**src/rtl/arb_pkg.sv**
```systemverilog
// Shared encodings for the L1/cDMA bus arbiter: FSM states, one-hot grants
// and the default starvation limit.
package arb_pkg;

  typedef enum logic [1:0] {
    ST_IDLE = 2'd0,
    ST_OWN0 = 2'd1,
    ST_OWN1 = 2'd2
  } state_t;

  localparam logic [1:0] GRANT_NONE = 2'b00;
  localparam logic [1:0] GRANT_M0   = 2'b01;
  localparam logic [1:0] GRANT_M1   = 2'b10;

  localparam int unsigned STARVE_LIMIT_DEF = 8;

  function automatic logic [7:0] sat_inc8(input logic [7:0] v);
    return (v == 8'hFF) ? v : v + 8'd1;
  endfunction

endpackage

```
**src/rtl/l1_dma_bus_arbiter.sv**
```systemverilog
// Two-master arbiter (M0 = L1 cache, M1 = cDMA) in front of bus_unit: fixed
// M0 priority, M1 starvation guard. Optional M0 bus lock under ARB_LOCK_EN.
module l1_dma_bus_arbiter
  import arb_pkg::*;
#(
  parameter int unsigned AW           = 24,
  parameter int unsigned STARVE_LIMIT = STARVE_LIMIT_DEF,
  parameter int unsigned LINE_CNT_W   = 7
) (
  input  logic                  clk,
  input  logic                  rst,
  input  logic                  m0_wt_req,
  input  logic                  m0_rd_req,
  input  logic                  m0_rdline_req,
  input  logic [AW-1:0]         m0_pa,
  input  logic [7:0]            m0_wdata,
`ifdef ARB_LOCK_EN
  input  logic                  m0_lock,
`endif
  input  logic                  m1_wt_req,
  input  logic                  m1_rd_req,
  input  logic                  m1_rdline_req,
  input  logic [AW-1:0]         m1_pa,
  input  logic [7:0]            m1_wdata,
  output logic                  m0_line_write,
  output logic                  m0_trans_rdy,
  output logic                  m0_bus_error,
  output logic                  m1_line_write,
  output logic                  m1_trans_rdy,
  output logic                  m1_bus_error,
  output logic [7:0]            line_data,
  output logic [LINE_CNT_W-1:0] addr_count,
  output logic                  bus_wt_req,
  output logic                  bus_rd_req,
  output logic                  bus_rdline_req,
  output logic [AW-1:0]         bus_pa,
  output logic [7:0]            bus_wdata,
  input  logic [7:0]            bus_line_data,
  input  logic [LINE_CNT_W-1:0] bus_addr_count,
  input  logic                  bus_line_write,
  input  logic                  bus_trans_rdy,
  input  logic                  bus_error,
  output logic [1:0]            grant,
  output logic                  arb_busy
);

  state_t     state_q, state_d;
  logic [1:0] grant_q, grant_d;
  logic       busy_q,  busy_d;
  logic [7:0] scnt_q,  scnt_d;

  logic req0, req1, done, starve, lock_hold, lock_active;

  assign req0   = m0_wt_req | m0_rd_req | m0_rdline_req;
  assign req1   = m1_wt_req | m1_rd_req | m1_rdline_req;
  assign done   = bus_trans_rdy | bus_error;
  assign starve = req1 && (scnt_q >= 8'(STARVE_LIMIT));

`ifdef ARB_LOCK_EN
  // A locked M0 keeps ownership across completions for atomic RMW sequences.
  assign lock_active = (state_q == ST_OWN0) && m0_lock;
  assign lock_hold   = lock_active && req0;
`else
  assign lock_active = 1'b0;
  assign lock_hold   = 1'b0;
`endif

  always_comb begin
    state_d = state_q;
    unique case (state_q)
      ST_IDLE: begin
        if (req0 && !starve) state_d = ST_OWN0;
        else if (req1)       state_d = ST_OWN1;
      end
      ST_OWN0: if (done && !lock_hold) state_d = ST_IDLE;
      ST_OWN1: if (done)               state_d = ST_IDLE;
      default: state_d = ST_IDLE;
    endcase

    unique case (state_d)
      ST_OWN0: grant_d = GRANT_M0;
      ST_OWN1: grant_d = GRANT_M1;
      default: grant_d = GRANT_NONE;
    endcase
    busy_d = (state_d != ST_IDLE);

    if (!req1)                                        scnt_d = '0;
    else if (state_d == ST_OWN1 && state_q != ST_OWN1) scnt_d = '0;
    else if (lock_active || grant_q[1])               scnt_d = scnt_q;
    else                                              scnt_d = sat_inc8(scnt_q);
  end

  always_ff @(posedge clk) begin
    if (rst) begin
      state_q <= ST_IDLE;
      grant_q <= GRANT_NONE;
      busy_q  <= 1'b0;
      scnt_q  <= '0;
    end else begin
      state_q <= state_d;
      grant_q <= grant_d;
      busy_q  <= busy_d;
      scnt_q  <= scnt_d;
    end
  end

  // Request path follows the owner; responses reach only the owner.
  always_comb begin
    bus_wt_req     = 1'b0;
    bus_rd_req     = 1'b0;
    bus_rdline_req = 1'b0;
    bus_pa         = '0;
    bus_wdata      = '0;
    m0_line_write  = 1'b0;
    m0_trans_rdy   = 1'b0;
    m0_bus_error   = 1'b0;
    m1_line_write  = 1'b0;
    m1_trans_rdy   = 1'b0;
    m1_bus_error   = 1'b0;
    unique case (state_q)
      ST_OWN0: begin
        bus_wt_req     = m0_wt_req;
        bus_rd_req     = m0_rd_req;
        bus_rdline_req = m0_rdline_req;
        bus_pa         = m0_pa;
        bus_wdata      = m0_wdata;
        m0_line_write  = bus_line_write;
        m0_trans_rdy   = bus_trans_rdy;
        m0_bus_error   = bus_error;
      end
      ST_OWN1: begin
        bus_wt_req     = m1_wt_req;
        bus_rd_req     = m1_rd_req;
        bus_rdline_req = m1_rdline_req;
        bus_pa         = m1_pa;
        bus_wdata      = m1_wdata;
        m1_line_write  = bus_line_write;
        m1_trans_rdy   = bus_trans_rdy;
        m1_bus_error   = bus_error;
      end
      default: ;
    endcase
  end

  assign line_data  = bus_line_data;
  assign addr_count = bus_addr_count;
  assign grant      = grant_q;
  assign arb_busy   = busy_q;

endmodule

```
**config.mk**
```make
export PLATFORM = sky130hd
export DESIGN_NAME = l1_dma_bus_arbiter
export DESIGN_NICKNAME = d
export VERILOG_FILES = /design/src/rtl/arb_pkg.sv /design/src/rtl/l1_dma_bus_arbiter.sv
export SDC_FILE = /design/constraint.sdc
export NUM_CORES = 1
export LEC_CHECK = 0
export ABC_AREA = 0
export CAP_MARGIN = 10
export CELL_PAD_IN_SITES_DETAIL_PLACEMENT = 1
export CELL_PAD_IN_SITES_GLOBAL_PLACEMENT = 1
export CORE_MARGIN = 1.5
export CORE_UTILIZATION = 20
export DETAILED_ROUTE_END_ITERATION = 8
export HOLD_SLACK_MARGIN = 0.15
export MAX_ROUTING_LAYER = met4
export PLACE_DENSITY = 0.83
export RECOVER_POWER = 50
export SLEW_MARGIN = 20
export SYNTH_ARGS = -nofsm -noshare
export SYNTH_HDL_FRONTEND = slang
export SYNTH_SLANG_ARGS = --single-unit
```
**constraint.sdc**
```tcl
create_clock -name clk -period 5.62 [get_ports clk]
set_clock_uncertainty 0.05 [all_clocks]
set_input_delay 1.686 -clock clk [delete_from_list [all_inputs] [get_ports clk]]
set_output_delay 1.686 -clock clk [all_outputs]
set_load 0.005 [all_outputs]
```
==> out/qor.yml <==
crit_path_start_kind: "input pin"
fin_nets: 380
die_h_microns: 89.36
critical_path.top_delay_family: "buffers and inverters"
fin_crit_sh: 0.8538
yosysUniqueCellTypes: 38
crit_path_top_delay_cell: "dlygate4sd3_1"
antenna_found_initial: 0
portBuffers: 118
postCtsHoldBufs: 0
gr-total-overflow: 0
synth_top_area_frac: 0.1762
wirelength_microns: 6289
fin_crit_ns: 4.798
path_cells: "dlygate4sd3_1 > a22oi_1 > nor2b_1 > clkdlybuf4s50_1"
cp.depth: 4
synth_edf_count: 0
wl_met2_microns: 3194
clk_latency_ns: 0.24
synth_nets: 283
yosysWarnings: 0
holdWs_ns: 0.5153
syn_area_per_cell_sq_um: 7.976
vias_per_cell: 4.759
finalSetupViolations: 0
grt_pass1_wl_microns: 8590
p_leak_uw: 0.0009014
core_sq_um: 7214
ys_ff_latch: 13
crit_type: "input pin to output pin"
grt_max_degree: 37
worstPathMaxFanout: 4
grt_pass1_vias: 1700
async_reset_ff_frac: 0
r2r_cells: 6
whs_path_depth: 2
final.setup.tns_ns: 0
drtAntennaViolNets: 0
crit_buf_inv: 2
vdd_drop_max_uv: 59.91
dp_slack_ns: 0.8357
io_pins: 149
yosys-top-cells-count: "nor2b_1, a22oi_1, buf_4, dfxtp_1, clkbuf_1"
cts_buffers: 3
syn_area_sq_um: 1491
wl_met3_microns: 396
dpl.hpwl_microns: 5016
drv_cap: 0
antennaDiodeCount: 0
finalHoldViolCount: 0
cts_sinks: 13
critPathMaxStageDelay_ns: 0.60
rows: 31
yosysMostFrequentCell: "nor2b_1"
slew_headroom: 0.2882
highest_layer: "met4"
dr.pass1.iters: 4
ys.flop_type: "dfxtp_1"
cts_tree: "yes"
drive_gt1_frac: 0.04594
seq_area_frac_synth: 0.1745
wl_per_cell_microns: 16.46
maxSlewViolCount: 0
synth_area_leader_cell: "a22oi_1"
htreeDepth: 1
gp_congestion: 0.7528
grtUsageTotal: 0.1424
hp-class: "register to register"
drc: 0
drt_iter0_markers: 90
worst_slew_pin_slew_ns: 1.061
dieWidth_microns: 89.36
syn2layout_area_growth_pct: 79.70
clock-root-buffer: "clkbuf_8"
status: "completed"
cts_buffer_depth: 2
die-area_sq_um: 7984
p_per_area_nw_per_um2: 131.7
arrival_ns: 3.06
post_cts_buffers: 0
postSynthCellCount: 187
cts.repair.resized: 0
rsz0062_at_grt: "false"
start_util: 0.2067
end_kind: "output pin"
met1_length_microns: 2653
fmax_ghz: 0.2084
clk_pin_slew_ns: 0.05
required_ns: 3.88
synth_area_leaders: "a22oi_1, dfxtp_1, nor2b_1"
timing.final.ws_setup_ns: 0.8217
vias: 1818
power breakdown:
group          leakage, uW  total, uW  switching (uW)  internal (uW)
Sequential        0.000106        102            4.23           97.3
Combinational     0.000772        167            62.8            104
Clock            0.0000228       84.2            34.1           50.1
layer usage:
layer | vias up | global-route usage
met5 | - | -
li1 | 873 | -
met1 | 882 | 0.1805
met2 | 59 | 0.2303
met4 | 0 | 0.03776
met3 | 4 | 0.02862
registers in the layout, summed over array words and instances, names as in the netlist:
name	cells
scnt_q	8
grant	2
state_q	2
arb_busy	1
cell families after synthesis:
kind of cell	after synthesis	synth area share
simple gates	79	0.3524
xor+xnor	1	0.005874
buf+inv	34	0.1250
fa+ha+maj	6	0.05033
flops	13	0.1745
compound gates	50	0.2651
mux	4	0.02685
final cells by class:
class,count,area (sq um)
flip-flops and latches,13,260.3
repair buffers,120,1196
inverters,6,22.52
well taps,99,123.9
fillers,863,4534
clock buffers,4,45.04
multi-input cells,140,1032
through the flow:
step	power, uW	area, sq um	instances	utilization
final	352.9	2680	382	0.3715
after global routing	376.3	2680	382	0.3715
after CTS	359.9	2693	382	0.3732
after detailed placement	274.8	2648	378	0.3670
after global placement	270.0	2648	378	0.3670
after floorplan	179.1	1491	187	-
worst min-delay path, stage by stage, from the launching register on:
cell	delay, ns
dfxtp_1	0.33
mux2i_1	0.13
nor4_1	0.05
path summary, 6_finish.rpt:
kind,slack [ns],start,end
worst max register to register,2.31,state_q[0],scnt_q[5]
worst min register to register,0.52,scnt_q[1],scnt_q[1]
worst max-delay path,0.82,m0_rd_req,bus_rd_req
worst min-delay path,0.52,scnt_q[1],scnt_q[1]
layout by cell type (no fill, tap or decap), drive strengths merged, types with 5 or more instances in the layout:
cell | netlist | routed
a22oi | 35 | 35
and2 | 8 | 8
clkdlybuf4s50 | 0 | 109
dfxtp | 13 | 13
dlygate4sd3 | 0 | 9
ha | 6 | 6
inv | 6 | 6
nor2b | 36 | 36
nor4 | 8 | 8
nor4b | 5 | 5
o21ai | 6 | 6
No activity file was read; power rests on OpenSTA's default activity.
